**src/rtl/quad_decoder_multi.sv**
```systemverilog
// Multi-channel quadrature decoder: per-channel position, windowed speed and sticky illegal flag,
// all channels sharing one sample-window timer. Define QD_FILTER_EN to add a glitch filter.
module quad_decoder_multi #(
    parameter int unsigned N_CH        = 2,
    parameter int unsigned CNT_W       = 16,
    parameter int unsigned POS_W       = 32,
    parameter int unsigned WINDOW      = 200000,
    parameter int unsigned SYNC_STAGES = 3,
    parameter int unsigned FILT_LEN    = 4
) (
    input  logic                    clk,
    input  logic                    reset,
    input  logic [N_CH-1:0]         quad_a,
    input  logic [N_CH-1:0]         quad_b,
    input  logic [N_CH-1:0]         clear_pos,
    input  logic [N_CH-1:0]         err_clear,
    output logic [N_CH*CNT_W-1:0]   speed,
    output logic [N_CH*POS_W-1:0]   position,
    output logic                    sample_valid,
    output logic [N_CH-1:0]         illegal_err
);

    // A bits occupy [N_CH-1:0], B bits occupy [2*N_CH-1:N_CH] throughout.
    localparam int unsigned NB    = 2 * N_CH;
    localparam int unsigned TMR_W = $clog2(WINDOW);

    localparam logic [TMR_W-1:0]        TmrLast = TMR_W'(WINDOW - 1);
    localparam logic signed [CNT_W-1:0] AccMax  = {1'b0, {(CNT_W - 1){1'b1}}};
    localparam logic signed [CNT_W-1:0] AccMin  = {1'b1, {(CNT_W - 1){1'b0}}};

    // ---------------------------------------------------------------------------------------
    // Input synchronisers
    // ---------------------------------------------------------------------------------------
    logic [NB-1:0] sync_q [SYNC_STAGES];
    logic [NB-1:0] sync_d [SYNC_STAGES];

    always_comb begin
        sync_d[0] = {quad_b, quad_a};
        for (int k = 1; k < SYNC_STAGES; k++) begin
            sync_d[k] = sync_q[k-1];
        end
    end

    always_ff @(posedge clk or posedge reset) begin
        if (reset) begin
            for (int k = 0; k < SYNC_STAGES; k++) begin
                sync_q[k] <= '0;
            end
        end else begin
            sync_q <= sync_d;
        end
    end

    logic [NB-1:0] cur_ab;

`ifdef QD_FILTER_EN
    // ---------------------------------------------------------------------------------------
    // Per-bit stability filter: follow the raw bit only after FILT_LEN consecutive differing cycles
    // ---------------------------------------------------------------------------------------
    localparam int unsigned FCNT_W = $clog2(FILT_LEN + 1);

    logic [NB-1:0]     filt_q;
    logic [NB-1:0]     filt_d;
    logic [FCNT_W-1:0] fcnt_q [NB];
    logic [FCNT_W-1:0] fcnt_d [NB];

    always_comb begin
        filt_d = filt_q;
        for (int i = 0; i < NB; i++) begin
            fcnt_d[i] = '0;
            if (sync_q[SYNC_STAGES-1][i] != filt_q[i]) begin
                if (fcnt_q[i] == FCNT_W'(FILT_LEN - 1)) begin
                    filt_d[i] = sync_q[SYNC_STAGES-1][i];
                end else begin
                    fcnt_d[i] = fcnt_q[i] + FCNT_W'(1);
                end
            end
        end
    end

    always_ff @(posedge clk or posedge reset) begin
        if (reset) begin
            filt_q <= '0;
            for (int i = 0; i < NB; i++) begin
                fcnt_q[i] <= '0;
            end
        end else begin
            filt_q <= filt_d;
            fcnt_q <= fcnt_d;
        end
    end

    assign cur_ab = filt_q;
`else
    assign cur_ab = sync_q[SYNC_STAGES-1];
`endif

    // ---------------------------------------------------------------------------------------
    // Transition decode
    // ---------------------------------------------------------------------------------------
    logic [NB-1:0]   prev_q;
    logic [NB-1:0]   prev_d;
    logic [N_CH-1:0] chg_a;
    logic [N_CH-1:0] chg_b;
    logic [N_CH-1:0] step;
    logic [N_CH-1:0] dir_up;
    logic [N_CH-1:0] illegal;

    assign prev_d = cur_ab;

    always_comb begin
        chg_a   = prev_q[N_CH-1:0] ^ cur_ab[N_CH-1:0];
        chg_b   = prev_q[NB-1:N_CH] ^ cur_ab[NB-1:N_CH];
        step    = chg_a ^ chg_b;
        dir_up  = cur_ab[N_CH-1:0] ^ prev_q[NB-1:N_CH];
        illegal = chg_a & chg_b;
    end

    // ---------------------------------------------------------------------------------------
    // Window timer and per-channel state
    // ---------------------------------------------------------------------------------------
    logic [TMR_W-1:0] timer_q;
    logic [TMR_W-1:0] timer_d;
    logic             terminal;
    logic             valid_q;
    logic             valid_d;
    logic [N_CH-1:0]  err_q;
    logic [N_CH-1:0]  err_d;

    logic signed [POS_W-1:0] pos_q    [N_CH];
    logic signed [POS_W-1:0] pos_d    [N_CH];
    logic signed [CNT_W-1:0] acc_q    [N_CH];
    logic signed [CNT_W-1:0] acc_d    [N_CH];
    logic signed [CNT_W-1:0] acc_step [N_CH];
    logic signed [CNT_W-1:0] speed_q  [N_CH];
    logic signed [CNT_W-1:0] speed_d  [N_CH];

    assign terminal = (timer_q == TmrLast);

    always_comb begin
        timer_d = terminal ? '0 : timer_q + TMR_W'(1);
        valid_d = terminal;
        // Setting beats clearing when both happen in the same cycle.
        err_d   = (err_q & ~err_clear) | illegal;

        for (int i = 0; i < N_CH; i++) begin
            acc_step[i] = acc_q[i];
            if (step[i]) begin
                if (dir_up[i]) begin
                    if (acc_q[i] != AccMax) acc_step[i] = acc_q[i] + CNT_W'(1);
                end else begin
                    if (acc_q[i] != AccMin) acc_step[i] = acc_q[i] - CNT_W'(1);
                end
            end

            // The terminal cycle's own step lands in the closing window, so nothing is lost.
            if (terminal) begin
                speed_d[i] = acc_step[i];
                acc_d[i]   = '0;
            end else begin
                speed_d[i] = speed_q[i];
                acc_d[i]   = acc_step[i];
            end

            pos_d[i] = pos_q[i];
            if (clear_pos[i]) begin
                pos_d[i] = '0;
            end else if (step[i]) begin
                pos_d[i] = dir_up[i] ? pos_q[i] + POS_W'(1) : pos_q[i] - POS_W'(1);
            end
        end
    end

    always_ff @(posedge clk or posedge reset) begin
        if (reset) begin
            prev_q  <= '0;
            timer_q <= '0;
            valid_q <= 1'b0;
            err_q   <= '0;
            for (int i = 0; i < N_CH; i++) begin
                pos_q[i]   <= '0;
                acc_q[i]   <= '0;
                speed_q[i] <= '0;
            end
        end else begin
            prev_q  <= prev_d;
            timer_q <= timer_d;
            valid_q <= valid_d;
            err_q   <= err_d;
            pos_q   <= pos_d;
            acc_q   <= acc_d;
            speed_q <= speed_d;
        end
    end

    // ---------------------------------------------------------------------------------------
    // Output packing
    // ---------------------------------------------------------------------------------------
    for (genvar g = 0; g < N_CH; g++) begin : g_out
        assign speed[g*CNT_W +: CNT_W]    = speed_q[g];
        assign position[g*POS_W +: POS_W] = pos_q[g];
    end

    assign sample_valid = valid_q;
    assign illegal_err  = err_q;

endmodule

```
**config.mk**
```make
export PLATFORM = sky130hd
export DESIGN_NAME = quad_decoder_multi
export DESIGN_NICKNAME = d
export VERILOG_FILES = /design/src/rtl/quad_decoder_multi.sv
export SDC_FILE = /design/constraint.sdc
export NUM_CORES = 1
export LEC_CHECK = 0
export ABC_AREA = 1
export BUFFER_PORTS_ARGS = -buffer_cell sky130_fd_sc_hd__buf_2
export CAP_MARGIN = 0
export CELL_PAD_IN_SITES_DETAIL_PLACEMENT = 2
export CELL_PAD_IN_SITES_GLOBAL_PLACEMENT = 2
export CORE_MARGIN = 8
export CORE_UTILIZATION = 37
export CTS_BUF_LIST = sky130_fd_sc_hd__clkbuf_2
export DETAILED_ROUTE_END_ITERATION = 16
export PLACE_DENSITY_LB_ADDON = 0.1
export REMOVE_ABC_BUFFERS = 1
export SLEW_MARGIN = 20
export SYNTH_ARGS = -nofsm -noshare
export SYNTH_HDL_FRONTEND = slang
export SYNTH_SLANG_ARGS = --single-unit
```
**constraint.sdc**
```tcl
create_clock -name clk -period 7.4 [get_ports clk]
set_clock_uncertainty 0.15 [all_clocks]
set_input_delay 0.37 -clock clk [delete_from_list [all_inputs] [get_ports clk]]
set_output_delay 0.37 -clock clk [all_outputs]
set_load 0.02 [all_outputs]
```
== Word-level counts from Yosys, hierarchy flattened ==
Cells that the tools add are included.
Cells by class
  equal/unequal tests: 5
  add/sub/neg operators: 9
  reduce and logical (&&, ||, !) cells: 2
  bitwise logic cells: 8
  mux-type cells: 17
Operators with widths (count)
  32-bit 2-to-1 mux: 6
  16-bit 2-to-1 mux: 10
  32-bit by 2-bit adder with 32-bit output, second input constant: 2
  16-bit != test, second input constant: 4
  32-bit by 2-bit subtractor with 32-bit output, second input constant: 2
  16-bit by 2-bit adder with 16-bit output, second input constant: 2
  16-bit by 2-bit subtractor with 16-bit output, second input constant: 2
  18-bit by 1-bit adder with 18-bit output, second input constant: 1
  18-bit == test, second input constant: 1
  18-bit 2-to-1 mux: 1
  2-bit bitwise XOR: 4
  2-bit bitwise AND: 2
  2-bit nonzero test: 2
  2-bit NOT: 1
  2-bit OR: 1
Word-level totals
  word-level logic and storage cells: 54
  input port bits: 10
  register bits after elaboration: 165

== Longest topological paths before layout ==
  depth in word-level cells: 5
  mapped depth: 19
  depth with buffers taken out: 19

== Least setup slack after synthesis ==
Ideal clock, no wire load.
  path type: reg-to-reg
  from: register sync_q (netlist bit cur_ab[1])
  to: register pos_q (netlist bit position[63])
  cell stages (with the launch flop): 17
  buffers on the path: 3
  period minus slack after synthesis: 2477 ps
  setup time: 117 ps
  data required time: 7133 ps
  path slack: 4923 ps
  data arrival time: 2210 ps
  cells stage by stage: dfrtp_1 > inv_1 > nand2_1 > nand2_4 > buf_6 > buf_6 > clkbuf_1 > ha_1 > nand2_1 > nor3_1 > inv_1 > nor3_2 > nand2_1 > nand2_1 > nand2_1 > nand3_1 > nand2_1
On the way
  longest elaborated chain between the ends: 4
  elaborated cells between the ends (all ways): 7
Ends and longest elaborated chain
  start, declared: line 34  | logic [NB-1:0] sync_q [SYNC_STAGES];
  start signal, assigned: line 50  | sync_q <= sync_d;
  2-bit bitwise XOR: line 115  | dir_up = cur_ab[N_CH-1:0] ^ prev_q[NB-1:N_CH];
  32-bit 2-to-1 mux: line 169  | pos_d[i] = dir_up[i] ? pos_q[i] + POS_W'(1) : pos_q[i] - POS_W'(1);
  32-bit 2-to-1 mux: line 168  | end else if (step[i]) begin
  32-bit 2-to-1 mux: line 166  | if (clear_pos[i]) begin
  end signal, assigned: line 190  | pos_q <= pos_d;
  end, declared: line 130  | logic signed [POS_W-1:0] pos_q [N_CH];
Several ways; a longest one is shown, not always the timed one. The select of a mux whose other input is x is not followed.
A chain may end at the register's enable or synchronous reset.

== Worst setup path in the final report ==
  from: register sync_q (netlist bit cur_ab[1])
  to: register pos_q (netlist bit position[39])
The elaborated chain is that of the path after synthesis.

==> flow_summary.yaml <==
cts:
  clk_path_buf_depth: 2
  root_buffer: "clkbuf_2"
  cts_tree: "yes"
  worstSkewPairLatency_ns: 0.85
  path_clk_slew_ns: 0.30
  cts-htree-levels: 4
  cts-buffers-inserted: 17
  cts_setup_buffers: 0
  cts_sinks: 165
drt:
  routed.top_layer: "met4"
  drt-total-wl_mm: 47.2
  wl_met1_mm: 21.2
  vias: 13229
  firstDrtPassIters: 4
  met3_length_mm: 1.19
  drt-initial-drc-count: 418
  drtAntennaViolNets: 0
  vias_per_cell: 5.30
  wl_met2_mm: 24.0
  avgRoutedWirePerCell_um: 18.9
  drcViolationCount: 0
placement:
  port_buffers: 108
  gp_congestion: 0.848
  dp_slack_ns: 4.19
  dp_hpwl_mm: 35.5
  dpl-instance-area_mm2: 0.0135
  dp_cells: 2449
min_path:
  hold_start: "sync_d[1]"
  min_to: "cur_ab[1]"
  holdPathStages: 0
  hold_path_class: "reg -> reg"
sta:
  period_needed_ns: 3.25
  min_period_over_period_pct: 43.9
  setup_viol: 0
  layout_setup_ws_ns: 4.15
  relSlewSlack_pct: 32.8
  finalHoldViolations: 0
  rsz0062_at_grt: "false"
  drv_slew: 0
  tightest_slew_ns: 1.01
  fmax_mhz: 308
  fin_tns_setup_ns: 0
setup_path:
  worst-endpoint-arrival_ns: 3.87
  path_class: "reg -> reg"
  ff2ff_path_depth: 9
  r2r_start: "cur_ab[1]"
  worstPathRequired_ns: 8.02
  endpoint_kind: "register"
  cp-start-kind: "register"
  crit_fanout: 22
  rrSetupSlack_ns: 4.15
  reg2reg_to: "position[39]"
yosys:
  syn_inst: 1945
  ys_ff_latch: 165
  synth_cell_types: 46
  avgSynthCellArea_um2: 6.49
  synth-seq-area-share_pct: 32.7
  syn-cell-area_mm2: 0.0126
  yosys_warnings: 0
power_and_ir_drop:
  vdd_drop_max_mv: 0.113
  p_leak_nw: 7.26
  pwr_density_cell_mw_per_mm2: 300
  power_mw: 4.15
global_route:
  grt_pass1_vias: 14859
  grt_usage_pct: 23.4
  gr-total-overflow: 0
  grt_max_degree: 90
  grt_first_pass_wirelength_mm: 78.0
  antenna_found_initial: 1
finish:
  drive_above_1_share_pct: 11.8
  area_growth_pct: 9.58
  final_cell_count_no_fill: 2498
  fin_area_mm2: 0.0138
  multiInputGateArea_mm2: 0.00712
  fin_nets: 2061
  num-fill-cells: 4242
  ff_latch_area_mm2: 0.00413
floorplan:
  die_height_um: 201
  dieWidth_um: 201
  fp-row-count: 67
  start_util_pct: 37.7
  ios: 109
  die-area_mm2: 0.0403
  coreArea_mm2: 0.0335
job:
  cap_violations: 0
status:
  status: "finished, final reports clean"
## routing by layer
layer / global-route usage (%) / up-vias
li1: - / 6365
met1: 28.3 / 6647
met2: 42.8 / 164
met3: 3.53 / 53
met4: 5.78 / 0
met5: 0 / -
## flip-flops by register name, indices dropped and copies added (netlist names)
| name | cells |
|---|---|
| illegal_err | 2 |
| position | 64 |
| timer_q | 18 |
| cur_ab | 4 |
| acc_q | 32 |
| sample_valid | 1 |
| prev_q | 4 |
| sync_d | 8 |
| speed | 32 |
## timing repair
action / 4_1_cts / 5_1_grt
gates resized for setup: 0 / 0
hold buffers: 16 / 0
endpoints found under the hold margin: 138 / 0
## cell usage in the layout, fill, tap and decap left out, types with 5 or more instances in the layout
| master | instances |
|---|---|
| nand3_1 | 155 |
| buf_2 | 108 |
| ha_1 | 15 |
| nor2_2 | 19 |
| nor4_1 | 7 |
| nor3_1 | 23 |
| nor2_1 | 178 |
| buf_4 | 9 |
| and2_1 | 8 |
| dlygate4sd3_1 | 16 |
| o22ai_1 | 21 |
| nand2_1 | 628 |
| clkbuf_2 | 17 |
| xor2_1 | 69 |
| xnor2_1 | 5 |
| a21oi_1 | 55 |
| nand2_2 | 46 |
| o21ai_1 | 22 |
| inv_2 | 5 |
| o21ai_0 | 85 |
| o21bai_1 | 7 |
| a41oi_1 | 40 |
| dfrtp_1 | 165 |
| nor3_2 | 7 |
| nand4_1 | 17 |
| inv_1 | 269 |
## metrics by stage
step	hold WS, ns	util [%]
3_3_place_gp	0.185	40.1
3_5_place_dp	0.193	40.1
4_1_cts	0.232	41.3
2_1_floorplan	0.181	-
6_report	0.235	41.3
5_1_grt	0.256	41.3
## kinds of logic after synthesis
kind of cell / count (synthesis) / synth area share [%]
adder cells (fa/ha/maj): 15 / 1.49
AND/OR/NAND/NOR: 1105 / 37.5
buffers and inverters: 337 / 11.0
flip-flops: 165 / 32.7
XOR/XNOR: 75 / 5.35
AO/OA/AOI/OAI: 248 / 11.9
## worst max-delay path by stage
stage / slack (ns) / startpoint / end
CTS: 4.10 / cur_ab[1] / position[39]
global placement: 4.30 / cur_ab[1] / position[44]
detailed placement: 4.19 / cur_ab[1] / position[39]
finish: 4.15 / cur_ab[1] / position[39]
global route: 3.88 / cur_ab[1] / position[42]
floorplan: 2.42 / reset / acc_q[0]
## critical path, cell delays in order (launching register included)
cell and delay [ns]:
dfrtp_1 0.51, xor2_1 0.19, ha_1 0.77, inv_1 0.39, nor2_1 0.18, buf_4 0.31
inv_1 0.30, a21oi_1 0.20, o21ai_0 0.09, o21ai_0 0.08
## final cells by class
type	instances	share of cell area (%)
clock inverters	15	0.940
clock buffers	17	0.615
multi-input cells	1443	51.4
well taps	448	4.05
repair buffers	133	5.55
inverters	276	7.54
flip-flops and latches	165	29.8
diodes	1	0.0181
## Yosys cell counts, drive strengths merged
master  number  area [um2]
nand2      678        2690
inv        275        1030
nor2       199         802
dfrtp      165        4130
nand3      158         801
o21ai      107         536
xor2        70         632
a21oi       59         310
a41oi       40         350
buf         37         265
nor3        30         185
clkbuf      24        91.3
o22ai       21         131
nand4       17         106
ha          15         188
and2         9        58.8
o21bai       9        82.6
nor4         7        43.8
xnor2        5        43.8
a31oi        4        25.0
nand3b       4        30.0
a41o         3        30.0
o211ai       3        22.5
clkinv       1        3.75
nor3b        1        7.51
o21a         1        7.51
o41ai        1        8.76
or2          1        6.26
or3          1        6.26
## power breakdown
| group | total [mW] | switching [mW] | leakage (nW) | internal [mW] |
|---|---|---|---|---|
| sequential | 1.37 | 0.288 | 2.13 | 1.09 |
| clock | 0.518 | 0.394 | 0.124 | 0.124 |
| combinational | 2.26 | 1.57 | 5.00 | 0.692 |
| total | 4.15 | 2.25 | 7.26 | 1.90 |
No activity file was read; power rests on OpenSTA's default activity.
